==> src/rtl/scratch_pad_req_queue.sv <==
`default_nettype none
// ============================================================================
// Module   : scratch_pad_req_queue
// Purpose  : Per-port request queue placed directly upstream of one
//            scratch_pad port. It buffers client read/write requests in a
//            circular FIFO. It issues the head request only while the port
//            is not full. Outstanding reads are limited to MAX_RD credits,
//            which are returned by sp_valid pulses.
// Ports    : clk, rst (async, active high)
//            req_rd/req_wr/req_addr/req_d -> client request in
//            req_full                     -> queue cannot accept a request
//            sp_rd_en/sp_wr_en/sp_addr/sp_d -> issue to scratch_pad port
//            sp_full, sp_valid            -> port backpressure / read return
//            idle  -> FIFO empty and no reads outstanding
//            err   -> sticky protocol-error flag
// Options  : SCRATCH_PAD_REQ_STATS_EN adds rd_issued, wr_issued and
//            stall_cycles counter outputs.
// Revision : 1.0 - initial release
// ============================================================================
module scratch_pad_req_queue #(
  parameter int WIDTH      = 64,
  parameter int ADDR_WIDTH = 12,
  parameter int DEPTH      = 8,
  parameter int MAX_RD     = 4
) (
  input  logic                  rst,
  input  logic                  clk,
  input  logic                  req_rd,
  input  logic                  req_wr,
  input  logic [ADDR_WIDTH-1:0] req_addr,
  input  logic [WIDTH-1:0]      req_d,
  output logic                  req_full,
  output logic                  sp_rd_en,
  output logic                  sp_wr_en,
  output logic [ADDR_WIDTH-1:0] sp_addr,
  output logic [WIDTH-1:0]      sp_d,
  input  logic                  sp_full,
  input  logic                  sp_valid,
  output logic                  idle,
  output logic                  err
`ifdef SCRATCH_PAD_REQ_STATS_EN
  ,
  output logic [31:0]           rd_issued,
  output logic [31:0]           wr_issued,
  output logic [31:0]           stall_cycles
`endif
);

  localparam int c_PTR_W = $clog2(DEPTH);
  localparam int c_CNT_W = $clog2(MAX_RD) + 1;
  localparam logic [c_PTR_W:0]   c_DEPTH  = (c_PTR_W + 1)'(DEPTH);
  localparam logic [c_PTR_W:0]   c_PTR_1  = (c_PTR_W + 1)'(1);
  localparam logic [c_CNT_W-1:0] c_MAX_RD = c_CNT_W'(MAX_RD);
  localparam logic [c_CNT_W-1:0] c_CNT_1  = c_CNT_W'(1);

  // FIFO storage, split by field; not reset since only occupied slots are read
  logic                  r_mem_wr   [DEPTH];
  logic [ADDR_WIDTH-1:0] r_mem_addr [DEPTH];
  logic [WIDTH-1:0]      r_mem_d    [DEPTH];

  // Pointers carry one extra wrap bit to tell full from empty
  logic [c_PTR_W:0]      r_wptr;
  logic [c_PTR_W:0]      r_rptr;
  logic [c_PTR_W:0]      w_wptr_nxt;
  logic [c_PTR_W:0]      w_rptr_nxt;
  logic                  r_full;
  logic [c_CNT_W-1:0]    r_rd_out;
  logic                  r_err;
  // Last popped entry, shown on sp_addr/sp_d while the FIFO is empty
  logic [ADDR_WIDTH-1:0] r_last_addr;
  logic [WIDTH-1:0]      r_last_d;

  logic w_empty;
  logic w_head_wr;
  logic w_issue;
  logic w_pop;
  logic w_push;
  logic w_rd_issue;
  logic w_ret;
  logic w_err_evt;

  assign w_empty   = (r_wptr == r_rptr);
  assign w_head_wr = r_mem_wr[r_rptr[c_PTR_W-1:0]];

  // Credit check uses the registered count only; a same-cycle sp_valid
  // does not free a credit until the next cycle.
  assign w_issue    = !w_empty && !sp_full && (w_head_wr || (r_rd_out < c_MAX_RD));
  assign sp_wr_en   = w_issue && w_head_wr;
  assign sp_rd_en   = w_issue && !w_head_wr;
  assign w_rd_issue = sp_rd_en;
  assign w_pop      = w_issue;

  assign sp_addr = w_empty ? r_last_addr : r_mem_addr[r_rptr[c_PTR_W-1:0]];
  assign sp_d    = w_empty ? r_last_d    : r_mem_d[r_rptr[c_PTR_W-1:0]];

  // Push only with exactly one request type and a free slot as seen by
  // the registered full flag.
  assign w_push = (req_rd ^ req_wr) && !r_full;
  assign w_ret  = sp_valid && (r_rd_out != '0);

  assign w_err_evt = (req_rd && req_wr)
                   || ((req_rd || req_wr) && r_full)
                   || (sp_valid && (r_rd_out == '0));

  assign w_wptr_nxt = w_push ? (r_wptr + c_PTR_1) : r_wptr;
  assign w_rptr_nxt = w_pop  ? (r_rptr + c_PTR_1) : r_rptr;

  assign req_full = r_full;
  assign idle     = w_empty && (r_rd_out == '0);
  assign err      = r_err;

  always_ff @(posedge clk) begin
    if (w_push) begin
      r_mem_wr[r_wptr[c_PTR_W-1:0]]   <= req_wr;
      r_mem_addr[r_wptr[c_PTR_W-1:0]] <= req_addr;
      r_mem_d[r_wptr[c_PTR_W-1:0]]    <= req_d;
    end
  end

  always_ff @(posedge clk or posedge rst) begin
    if (rst) begin
      r_wptr      <= '0;
      r_rptr      <= '0;
      r_full      <= 1'b0;
      r_rd_out    <= '0;
      r_err       <= 1'b0;
      r_last_addr <= '0;
      r_last_d    <= '0;
    end else begin
      r_wptr <= w_wptr_nxt;
      r_rptr <= w_rptr_nxt;
      r_full <= ((w_wptr_nxt - w_rptr_nxt) == c_DEPTH);
      r_err  <= r_err || w_err_evt;
      if (w_pop) begin
        r_last_addr <= sp_addr;
        r_last_d    <= sp_d;
      end
      case ({w_rd_issue, w_ret})
        2'b10:   r_rd_out <= r_rd_out + c_CNT_1;
        2'b01:   r_rd_out <= r_rd_out - c_CNT_1;
        default: r_rd_out <= r_rd_out;
      endcase
    end
  end

`ifdef SCRATCH_PAD_REQ_STATS_EN
  always_ff @(posedge clk or posedge rst) begin
    if (rst) begin
      rd_issued    <= '0;
      wr_issued    <= '0;
      stall_cycles <= '0;
    end else begin
      if (sp_rd_en) rd_issued <= rd_issued + 32'd1;
      if (sp_wr_en) wr_issued <= wr_issued + 32'd1;
      // Head waiting on port backpressure or on a read credit
      if (!w_empty && !w_issue) stall_cycles <= stall_cycles + 32'd1;
    end
  end
`endif

endmodule
`default_nettype wire

==> config.mk <==
export PLATFORM = sky130hd
export DESIGN_NAME = scratch_pad_req_queue
export DESIGN_NICKNAME = d
export VERILOG_FILES = /design/src/rtl/scratch_pad_req_queue.sv
export SDC_FILE = /design/constraint.sdc
export NUM_CORES = 1
export LEC_CHECK = 0
export BUFFER_PORTS_ARGS = -buffer_cell sky130_fd_sc_hd__clkbuf_2
export CAP_MARGIN = 20
export CORE_MARGIN = 2
export CORE_UTILIZATION = 55
export CTS_CLUSTER_DIAMETER = 200
export DETAILED_ROUTE_END_ITERATION = 8
export GPL_TIMING_DRIVEN = 1
export PLACE_DENSITY = 0.76
export SYNTH_ARGS = -nofsm -noshare
export SYNTH_HDL_FRONTEND = slang
export SYNTH_SLANG_ARGS = --single-unit
export TNS_END_PERCENT = 30
==> constraint.sdc <==
create_clock -name clk -period 7.1 [get_ports clk]
set_input_delay 1.065 -clock clk [delete_from_list [all_inputs] [get_ports clk]]
set_output_delay 1.065 -clock clk [all_outputs]
set_load 0.02 [all_outputs]
==> Word level (Yosys, flattened, before mapping) <==
Memory sizes are Yosys's and may differ from the RTL's.
Cells that the tools add are included.
{ "word_totals": {"ram_bits": 616, "memories": 3, "wordCells": 50, "in_bits": 82, "regBits": 89} }
{ "op_classes": {"bitwise_logic": 1, "mux": 7, "addsub": 5, "n_eq_ne": 4, "n_reduce_logical": 22, "order_cmp": 1} }
{ "memory_table": {"columns": ["memory", "depth", "width", "rd", "rd_clocked_by_memory_dff", "write_ports", "line_no", "text"], "rows": [
  ["r_mem_d", 8, 64, 1, 0, 1, "59", "logic [WIDTH-1:0] r_mem_d [DEPTH];"],
  ["r_mem_addr", 8, 12, 1, 0, 1, "58", "logic [ADDR_WIDTH-1:0] r_mem_addr [DEPTH];"],
  ["r_mem_wr", 8, 1, 1, 0, 1, "57", "logic r_mem_wr [DEPTH];"]
]} }
{ "ops": {"columns": ["op", "count"], "rows": [
  ["2-to-1 mux 64 bit", 1],
  ["2-to-1 mux 12 bit", 1],
  ["logical AND 1 bit", 10],
  ["adder 4 x 1 -> 4 bit, second input constant", 2],
  ["2-to-1 mux 4 bit", 2],
  ["case mux 3 bit (2 select lines)", 1],
  ["logical OR 1 bit", 5],
  ["== test 4 bit", 1],
  ["== test 4 bit, second input constant", 1],
  ["logical NOT 1 bit", 4],
  ["subtractor 4 bit", 1],
  ["adder 3 x 1 -> 3 bit, second input constant", 1],
  ["logical NOT 3 bit", 1],
  ["< comparator 3 bit, second input constant", 1],
  ["nonzero test 3 bit", 1],
  ["subtractor 3 x 1 -> 3 bit, second input constant", 1],
  ["== test 2 x 1 -> 1 bit, second input constant", 1],
  ["== test 2 bit, second input constant", 1],
  ["2-to-1 mux 1 bit", 2],
  ["nonzero test 2 bit", 1],
  ["bitwise XOR 1 bit", 1]
]} }

==> Longest topological paths before layout <==
Gate-level depths: netlist of run 1.
{ "logic_depth": {"depth_word": 7, "mapped_depth": 12} }

==> Worst setup path before layout of run 1 <==
Ideal clock, no wire load.
{ "synth_path": {"kind": "input-to-reg", "from": "in req_rd", "to": "mem r_mem_addr[0][0] (enable)", "setup_time_ps": 607, "path_stages": 5, "slack_ps": -503, "n_path_buf": 0, "t_arrival_ps": 6996, "t_required_ps": 6493, "cell_sequence": "inv_1 -> ha_1 -> nor2b_1 -> nand2b_1 -> nor3_1"} }
{ "synth_via": {"elab_chain_cells": 4} }
{ "synth_lines": {"columns": ["element", "line_no", "text"], "rows": [
  ["from (decl)", "28", "input logic req_rd,"],
  ["bitwise XOR 1 bit", "98", "assign w_push = (req_rd ^ req_wr) && !r_full;"],
  ["logical AND 1 bit", "98", null],
  ["2-to-1 mux 1 bit", "113", "if (w_push) begin"],
  ["2-to-1 mux 1 bit (implied by the code)", "115", "r_mem_addr[r_wptr[c_PTR_W-1:0]] <= req_addr;"],
  ["to (decl)", "58", null]
]} }
Every way passes these cells.

==> Worst setup path in the final report of run 1 <==
{ "layout_path": {"from": "reg r_rptr[2]", "to": "out sp_d[50]"} }
{ "layout_via": {"elab_chain_cells": 2, "word_cells_on_any_way": 3, "classes_between": "eq/ne (1); mux (1); memory (1)"} }
{ "layout_lines": {"columns": ["element", "line_no", "text"], "rows": [
  ["from (decl)", "63", "logic [c_PTR_W:0] r_rptr;"],
  ["from (signal assigned)", "131", "r_rptr <= w_rptr_nxt;"],
  ["memory read (8 x 64 bit) / == test 4 bit (equally long branches)", null, null],
  ["2-to-1 mux 64 bit (*)", "94", "assign sp_d = w_empty ? r_last_d : r_mem_d[r_rptr[c_PTR_W-1:0]];"],
  ["to (decl)", "36", "output logic [WIDTH-1:0] sp_d,"]
]} }
Mark *: on every way between the ends. The rest lies on a longest branch, timed or not.

==> run_results.csv, run 1 <==
group,metric,value,unit
timing,finalCriticalPeriod,4.879,ns
power_and_ir_drop,total_power,14390,uW
power_and_ir_drop,leakage,0.01070,uW
run,maxCapViolCount,0,
final_layout,final_cells,2323,
placed_design,dpl.hpwl,30570,um
final_layout,nets,1683,
floorplan,die_h,228.4,um
global_routing,grt_usage,21.75,%
clocking,ctsRootBufferMaster,"clkbuf_16",
global_routing,antenna_found_initial,10,
timing,finalWorstSetupSlack,2.221,ns
logic_synthesis,yosysUniqueCellTypes,44,
logic_synthesis,yosysWarningCount,0,
logic_synthesis,synthesis.instances,1429,
power_and_ir_drop,pwr-share-clk,24.6,%
global_routing,grt_pass1_vias,14390,
setup_path,critical_path_class,"reg2out",
outcome,outcome,"complete, no violations",
power_and_ir_drop,p_switching,4983,uW
logic_synthesis,yosys.area.top_type,"edfxtp_1",
setup_path,worst-path-max-fanout,90,
power_and_ir_drop,switching_share,34.62,%
timing,slew_headroom,35.45,%
logic_synthesis,synth_edf_count,616,
timing,hold_viol,0,
logic_synthesis,synthDominantCellAreaShare,66.76,%
floorplan,die_w,228.4,um
logic_synthesis,synth_ff_type,"edfxtp_1",
timing,finClkSkew,0.02442,ns
floorplan,rows,82,
power_and_ir_drop,sequentialPowerShare,40.5,%
placed_design,io_buffers,162,
floorplan,start_util,55.45,%
setup_path,start_kind,"flip-flop",
power_and_ir_drop,vdd_drop_max,0.0003141,V
logic_synthesis,syn_area_per_cell,19.39,um^2
timing,finalCritPeriodShare,68.72,%
power_and_ir_drop,p_int,9408,uW
detailed_routing,dr.pass1.iters,5,
setup_path,critPathRequiredTime,6.03,ns
timing,rsz0062_at_grt,"false",
logic_synthesis,ys_async_sr_fraction,12.62,%
timing,finalSetupTns,0,ns
detailed_routing,routed_wl,56140,um
setup_path,reg2reg_slack,2.87,ns
logic_synthesis,synth-seq-cells,705,
final_layout,drive_gt1_share,27.81,%
clocking,clk_pin_slew,0.06,ns
clocking,cts-resized-gates,0,
setup_path,crit_arrival,3.81,ns
detailed_routing,viasPerCell,6.046,
detailed_routing,wl_per_cell,24.17,um
setup_path,cp-end-kind,"primary output",
final_layout,area_growth_syn_to_layout,13.12,%
clocking,clock_latency,0.61,ns
timing,setup_violations,0,
logic_synthesis,synth_area,27710,um^2
placed_design,place_area,29100,um^2
timing,max_freq,204.9,MHz
placed_design,post-place-ws,2.649,ns
power_and_ir_drop,power.density,459.2,nW/um^2
clocking,cts_max_path_buffers,3,
floorplan,core_region_area,49970,um^2
placed_design,routabilityCongestion,0.7692,
global_routing,grt_pass1_wl,85720,um
global_routing,grt_max_degree,113,
logic_synthesis,synth_fp_nets,1520,
final_layout,fillers,3353,
power_and_ir_drop,comb_power_share,34.9,%
timing,max_slew.worst_pin.slew,0.9682,ns
clocking,post_cts_buffers,0,
timing,slew_viol_final,0,
clocking,cts_hold_buf,0,
clocking,clock_sinks,705,
detailed_routing,drt_iter0_markers,1202,
final_layout,regArea,20740,um^2
detailed_routing,drc,0,
logic_synthesis,ys_seq_area_share,74.80,%
detailed_routing,ant_nets,0,
placed_design,post-place-cells,2193,
floorplan,die_area,52190,um^2
clocking,numCtsBuffers,68,
clocking,cts_tree,"built",
detailed_routing,vias,14040,
hold_path,hp-class,"reg2reg",
logic_synthesis,synthTopCellsByCount,"edfxtp_1, a21oi_1, mux4_2",
global_routing,gr-total-overflow,0,
logic_synthesis,synth_area_leaders,"edfxtp_1, mux4_2, dfrtp_1",
clocking,cts_max_level,3,
floorplan,pin_count,163,
final_layout,final_area,31340,um^2
logic_synthesis,yosysMostFrequentCell,"edfxtp_1",
final_layout,multiInputGateArea,6469,um^2
==> per-stage QoR <==
stage	hold slack [ns]	utilization, %
floorplan	0.4686	-
global route	0.5001	62.72
detailed placement	0.4639	58.25
finish	0.4813	62.73
CTS	0.4771	62.65
global placement	0.4458	58.25
==> state kept, by name, summed over array words and instances, names as in the netlist, 3 cells and up <==
signal,cells
r_last_addr,12
r_last_d,64
r_mem_addr,96
r_mem_d,512
r_mem_wr,8
r_rd_out,3
r_rptr,4
r_wptr,4
==> worst paths after layout <==
kind,from,to,cells after the start
max,r_rptr[2]$_DFF_PP0_,sp_d[50],5
min in group asynchronous,rst,r_last_d[34]$_DFFE_PP0N_,2
min,err$_DFF_PP0_,err$_DFF_PP0_,1
max reg2reg,r_rptr[2]$_DFF_PP0_,req_full$_DFF_PP0_,12
min reg2reg,err$_DFF_PP0_,err$_DFF_PP0_,1
max in group asynchronous,rst,r_rptr[1]$_DFF_PP0_,3
==> layout make-up <==
| cell class | count | share of cell area [%] |
|---|---|---|
| inverter | 8 | 0.1038 |
| antenna | 4 | 0.03194 |
| tap | 672 | 2.683 |
| sequential | 705 | 66.16 |
| clock buffer | 101 | 6.224 |
| clock inverter | 24 | 0.7984 |
| multi-input combinational | 619 | 20.64 |
| timing repair buffer | 190 | 3.361 |
==> cells in the final DEF (no fill, tap or decap), types with 3 or more instances in the layout <==
cell type / count
clkinv_1: 5
clkbuf_16: 72
buf_4: 26
a31oi_1: 76
clkbuf_1: 25
dfrtp_4: 3
nor2b_1: 5
xor2_1: 7
nand2b_1: 5
inv_1: 7
mux4_2: 152
xnor2_1: 6
clkbuf_8: 4
nand2_1: 6
diode_2: 4
nor2_1: 78
mux2i_1: 81
nor2_4: 7
bufinv_16: 4
clkinv_2: 9
edfxtp_1: 616
nor3_1: 4
ha_1: 8
a21oi_1: 152
dfrtp_1: 86
clkbuf_2: 162
==> power by group through the flow <==
| stage | Sequential, uW | Clock (uW) | Combinational [uW] |
|---|---|---|---|
| floorplan | 5640 | 0 | 3910 |
| global placement | 5850 | 0 | 4960 |
| detailed placement | 5910 | 0 | 5050 |
| CTS | 5840 | 3610 | 5080 |
| global route | 5900 | 3780 | 5410 |
| finish | 5830 | 3540 | 5020 |
==> worst max-delay path, cell delays in order (launching register included) <==
cell and delay [ns]:
dfrtp_4 1.06, xor2_1 0.26, or4_4 0.76, buf_16 0.27
a21oi_1 0.45, clkbuf_2 0.25
==> cells by family after synthesis <==
| group | count (synthesis) | synth area share (%) |
|---|---|---|
| adder cells (fa/ha/maj) | 9 | 0.4335 |
| multiplexers | 237 | 15.44 |
| flip-flops | 705 | 74.80 |
| AND/OR/NAND/NOR | 121 | 2.005 |
| buffers and inverters | 105 | 2.113 |
| AO/OA/AOI/OAI | 239 | 4.791 |
| XOR/XNOR | 13 | 0.4109 |
==> per-layer routing <==
layer  part of all wire [%]  GRT usage, %  vias up
met1                     41         29.04     7324
met2                     51         36.39      476
met4                    2.2         7.598       12
met5                   0.13             0        -
li1                       -             -     6147
met3                    6.0         4.117       85
Note: power is estimated with default switching activity, not from simulation.
==> run 2: changes to the inputs <==
Clock period 7.1 ns to 4.4 ns, I/O delays scaled along.
==> run 2 against run 1 <==
  * Flip-flop and latch count unchanged
  * Non-clock buffer count increased by 6
  * Design area increased by 0.45%
  * Combinational power increased by 69%
  * Die area unchanged
  * Clock skew decreased by 0.0067 ns
  * Critical path depth unchanged
  * First-iteration DRC count increased by 17%
  * Critical endpoint is now sp_d[56]
  * Largest cell class unchanged
  * Largest power group unchanged
==> run_results.csv, run 2 (synthesis results as in run 1) <==
group,metric,value,unit
timing,finalWorstSetupSlack,0.5739,ns
timing,slew_viol_final,0,
setup_path,r2r-end,"req_full$_DFF_PP0_",
placed_design,routabilityCongestion,0.7872,
detailed_routing,viasPerCell,6.043,
timing,finalCritPeriodShare,86.96,%
timing,setup_violations,0,
power_and_ir_drop,p_int,15290,uW
final_layout,drive_gt1_share,28.23,%
clocking,clk_pin_slew,0.06,ns
timing,finalCriticalPeriod,3.826,ns
clocking,ctsRootBufferMaster,"clkbuf_16",
clocking,post_cts_buffers,0,
floorplan,start_util,55.45,%
placed_design,dpl.hpwl,30860,um
placed_design,io_buffers,162,
run,maxCapViolCount,0,
detailed_routing,drt_iter0_markers,1409,
global_routing,grt_util_met1,30.02,%
setup_path,cp_num_buf_inv,2,
detailed_routing,routed_wl,57770,um
setup_path,cp_top_family,"simple AND/OR/NAND/NOR gates",
global_routing,gr-total-overflow,0,
clocking,numCtsBuffers,70,
setup_path,critPathRequiredTime,3.74,ns
floorplan,die_w,228.4,um
setup_path,worstReg2RegStart,"r_rptr[2]$_DFF_PP0_",
global_routing,antenna_found_initial,9,
final_layout,layout_common_cells,"edfxtp_1, clkbuf_2, mux4_2, a21oi_1, dfrtp_1",
floorplan,die_area,52190,um^2
final_layout,fillers,3376,
power_and_ir_drop,p_switching,8187,uW
final_layout,multiInputGateArea,6475,um^2
global_routing,use_met3,4.666,%
clocking,cts_hold_buf,0,
floorplan,core_region_area,49970,um^2
setup_path,worstPathCellList,"xor2_1 > or4_4 > buf_12 > a21oi_1 > clkbuf_2",
global_routing,grt_max_degree,114,
clocking,clock_latency,0.61,ns
detailed_routing,dr.pass1.iters,5,
setup_path,critical_path_class,"reg2out",
final_layout,nets,1691,
clocking,cts_tree,"built",
power_and_ir_drop,switching_share,34.87,%
final_layout,final_cells,2335,
detailed_routing,wl_per_cell,24.74,um
global_routing,top_usage_layer,"met2",
global_routing,grt_pass1_wl,87940,um
timing,hold_viol,0,
power_and_ir_drop,vdd_drop_max,0.0005465,V
outcome,outcome,"complete, no violations",
timing,slew_headroom,33.09,%
setup_path,cp-end-kind,"primary output",
setup_path,start_kind,"flip-flop",
timing,max_slew.worst_pin.slew,1.004,ns
placed_design,post-place-ws,1.070,ns
clocking,cts_max_path_buffers,3,
clocking,clock_sinks,705,
clocking,cts_max_level,3,
setup_path,reg2regPathDepth,12,
final_layout,final_area,31480,um^2
setup_path,reg2reg_slack,1.02,ns
final_layout,largest_reg_flops,512,
detailed_routing,vias,14110,
detailed_routing,drc,0,
setup_path,slowest_stage,"or4_4",
placed_design,place_area,29210,um^2
floorplan,rows,82,
timing,finalSetupTns,0,ns
final_layout,area_growth_syn_to_layout,13.63,%
placed_design,post-place-cells,2200,
final_layout,final_common_cell,"edfxtp_1",
setup_path,crit_start,"r_rptr[1]$_DFF_PP0_",
floorplan,pin_count,163,
setup_path,worst-path-max-fanout,83,
detailed_routing,ant_nets,0,
timing,rsz0062_at_grt,"false",
power_and_ir_drop,leakage,0.01077,uW
final_layout,regArea,20740,um^2
timing,max_freq,261.4,MHz
floorplan,die_h,228.4,um
timing,finClkSkew,0.01771,ns
power_and_ir_drop,comb_power_share,36.2,%
setup_path,critPathMaxStageDelay,0.74,ns
global_routing,grt_pass1_vias,14580,
power_and_ir_drop,sequentialPowerShare,39.0,%
global_routing,use_met2,36.92,%
hold_path,hp-class,"in2async",
power_and_ir_drop,pwr-share-clk,24.8,%
global_routing,grt_usage,22.59,%
power_and_ir_drop,power.density,745.6,nW/um^2
clocking,cts-resized-gates,0,
setup_path,crit_arrival,3.17,ns
power_and_ir_drop,total_power,23470,uW
-- run 2: worst max-delay path by stage --
stage | endpoint | slack [ns] | cells past startpoint
after floorplan | r_mem_addr[2][0]$_DFFE_PP_ | -0.73 | 5
after global placement | req_full$_DFF_PP0_ | 1.17 | 12
after detailed placement | req_full$_DFF_PP0_ | 1.07 | 11
after CTS | sp_d[29] | 0.55 | 5
after global routing | sp_d[47] | 0.38 | 5
final | sp_d[56] | 0.57 | 5
-- run 2: metal layers --
metal | part of all wire (%) | wire, um
met3 | 7.8 | 4493
met4 | 2.9 | 1677
met1 | 40 | 22880
met2 | 50 | 28670
met5 | 0.093 | 54
-- run 2: final cells by class --
cell class              instances  area share (%)
multi-input cells             619           20.57
repair buffers                196           3.585
clock inverters                40           1.065
flip-flops and latches        705           65.87
inverters                       8          0.1033
diodes                          5         0.03974
well taps                     672           2.671
clock buffers                  90           6.104
-- run 2: worst reg2reg max path: cells and delay by family (launching register included) --
kind	cells	cell delay, ns
buffers and inverters	1	0.49
adders and majority gates	1	0.32
and+or+nand+nor	4	0.83
DFF	1	0.44
muxes	2	0.29
AOI/OAI and AO/OA	4	0.95
-- run 2: per-stage QoR --
step                      hold slack (ns)  utilization, %
after CTS                          0.1543           62.98
final                              0.1562           63.01
after global placement             0.4537           58.47
after global routing               0.2009           63.00
after detailed placement           0.4713           58.47
after floorplan                    0.4686               -
-- run 2: power groups by stage --
| stage | Clock (uW) | Combinational [uW] | Sequential (uW) |
|---|---|---|---|
| after CTS | 5940 | 8590 | 9160 |
| final | 5830 | 8490 | 9150 |
| after global placement | 0 | 8420 | 9190 |
| after global routing | 6210 | 9150 | 9260 |
| after detailed placement | 0 | 8540 | 9280 |
| after floorplan | 0 | 6310 | 9090 |
==> run 3: changes to the inputs <==
Settings changed: PLACE_DENSITY 0.76 to 0.82.
==> run 3 against run 2 <==
  * Sequential share of layout area decreased by 0.089 points
  * Register-to-register slack got worse by 0.08 ns
  * Combinational power up 2%
  * Routed wire length rose by 5.4%
  * Flip-flop and latch count unchanged
  * Clock-buffer cell count grew 1
  * Critical path type unchanged
  * Largest power group unchanged
  * Highest routed layer unchanged
==> run_results.csv, run 3 (synthesis results as in run 1) <==
group,metric,value,unit
detailed_routing,wl_per_cell,26.19,um
timing,finalCritPeriodShare,92.80,%
detailed_routing,ant_nets,0,
global_routing,grt_pass1_wl,91690,um
detailed_routing,wl_met1,23170,um
setup_path,r2r-end,"req_full$_DFF_PP0_",
final_layout,fillers,3276,
clocking,cts_max_level,3,
clocking,cts-resized-gates,0,
power_and_ir_drop,leakage,0.01074,uW
detailed_routing,vias,14560,
detailed_routing,drc,0,
final_layout,layout_common_cells,"edfxtp_1, clkbuf_2, mux4_2, a21oi_1, dfrtp_1",
setup_path,critical_path_class,"reg2out",
hold_path,hp-class,"in2async",
final_layout,regArea,20740,um^2
setup_path,crit_arrival,3.42,ns
global_routing,grt_usage,23.48,%
floorplan,start_util,55.45,%
clocking,numCtsBuffers,67,
detailed_routing,routed_wl,60900,um
power_and_ir_drop,p_switching,8322,uW
power_and_ir_drop,sequentialPowerShare,38.7,%
timing,max_freq,244.9,MHz
global_routing,grt_pass1_vias,14700,
timing,finalSetupTns,0,ns
power_and_ir_drop,pwr-share-clk,24.8,%
timing,max_slew.worst_pin.slew,1.153,ns
final_layout,final_cells,2325,
timing,hold_viol,0,
setup_path,reg2reg_slack,0.94,ns
setup_path,worstReg2RegStart,"r_rptr[1]$_DFF_PP0_",
detailed_routing,wl_met3,4695,um
clocking,post_cts_buffers,0,
setup_path,critPathMaxStageDelay,0.93,ns
clocking,clock_sinks,705,
timing,slew_viol_final,0,
final_layout,largest_reg_flops,512,
floorplan,die_h,228.4,um
clocking,clock_latency,0.59,ns
setup_path,critPathRequiredTime,3.74,ns
detailed_routing,met2_length,31210,um
setup_path,reg2regPathDepth,11,
floorplan,rows,82,
clocking,cts_hold_buf,0,
detailed_routing,viasPerCell,6.261,
power_and_ir_drop,switching_share,35.06,%
clocking,cts_max_path_buffers,3,
global_routing,antenna_found_initial,12,
global_routing,grt_max_degree,116,
timing,setup_violations,0,
run,maxCapViolCount,0,
floorplan,core_region_area,49970,um^2
timing,finClkSkew,0.02005,ns
placed_design,routabilityCongestion,0.7706,
outcome,outcome,"complete, no violations",
power_and_ir_drop,p_int,15410,uW
final_layout,multiInputGateArea,6475,um^2
power_and_ir_drop,comb_power_share,36.5,%
setup_path,slowest_stage,"buf_4",
final_layout,drive_gt1_share,28.02,%
detailed_routing,top_layer_used,"met5",
final_layout,area_growth_syn_to_layout,13.78,%
placed_design,io_buffers,162,
setup_path,start_kind,"flip-flop",
global_routing,gr-total-overflow,0,
setup_path,worstPathCellList,"buf_4 > mux2i_1 > a21oi_1 > clkbuf_2",
setup_path,worst-path-max-fanout,51,
placed_design,dpl.hpwl,32700,um
clocking,cts_tree,"built",
final_layout,nets,1683,
timing,slew_headroom,23.14,%
placed_design,post-place-cells,2195,
power_and_ir_drop,power.density,752.8,nW/um^2
clocking,clk_pin_slew,0.07,ns
floorplan,die_w,228.4,um
setup_path,cp_top_family,"buffers and inverters",
power_and_ir_drop,vdd_drop_max,0.0009828,V
floorplan,die_area,52190,um^2
detailed_routing,drt_iter0_markers,1885,
clocking,ctsRootBufferMaster,"clkbuf_16",
final_layout,final_common_cell,"edfxtp_1",
timing,finalCriticalPeriod,4.083,ns
detailed_routing,dr.pass1.iters,6,
setup_path,cp-end-kind,"primary output",
setup_path,cp_num_buf_inv,2,
floorplan,pin_count,163,
timing,rsz0062_at_grt,"false",
setup_path,crit_start,"r_rptr[1]$_DFF_PP0_",
final_layout,final_core_util,63.09,%
run 3: final cells by class:
cell class	instances	area share (%)
antenna	8	0.06350
clock buffer	91	6.001
clock inverter	31	1.151
inverter	8	0.1032
multi-input combinational	619	20.54
sequential	705	65.78
tap	672	2.667
timing repair buffer	191	3.699
run 3: power by group through the flow:
| stage | clock network, uW | registers [uW] | logic (uW) |
|---|---|---|---|
| floorplan | 0 | 9090 | 6310 |
| global placement | 0 | 9180 | 8470 |
| detailed placement | 0 | 9280 | 8620 |
| CTS | 5940 | 9180 | 8730 |
| global route | 6200 | 9280 | 9260 |
| finish | 5880 | 9190 | 8660 |
run 3: worst max path at each step:
| stage | end | slack [ns] | cells past startpoint |
|---|---|---|---|
| 2_1_floorplan | r_mem_addr[2][0]$_DFFE_PP_ | -0.73 | 5 |
| 3_3_place_gp | sp_d[13] | 0.98 | 4 |
| 3_5_place_dp | sp_d[13] | 0.96 | 4 |
| 4_1_cts | sp_d[13] | 0.35 | 4 |
| 5_1_grt | sp_d[13] | 0.16 | 4 |
| 6_report | sp_d[13] | 0.32 | 4 |
run 3: per-layer routing:
layer / vias up / GRT usage [%]
met4: 10 / 9.722
met3: 98 / 4.391
met2: 751 / 38.43
li1: 6150 / -
met1: 7548 / 31.51
met5: - / 0
run 3: per-stage QoR:
step	area, um^2	hold WS (ns)	power [uW]	worst slack, ns
floorplan	27720	0.4686	15400	-0.7324
global placement	29250	0.4648	17660	0.9832
detailed placement	29250	0.4888	17900	0.9558
CTS	31510	0.1682	23840	0.3494
global route	31520	0.1865	24740	0.1640
finish	31530	0.1589	23730	0.3168
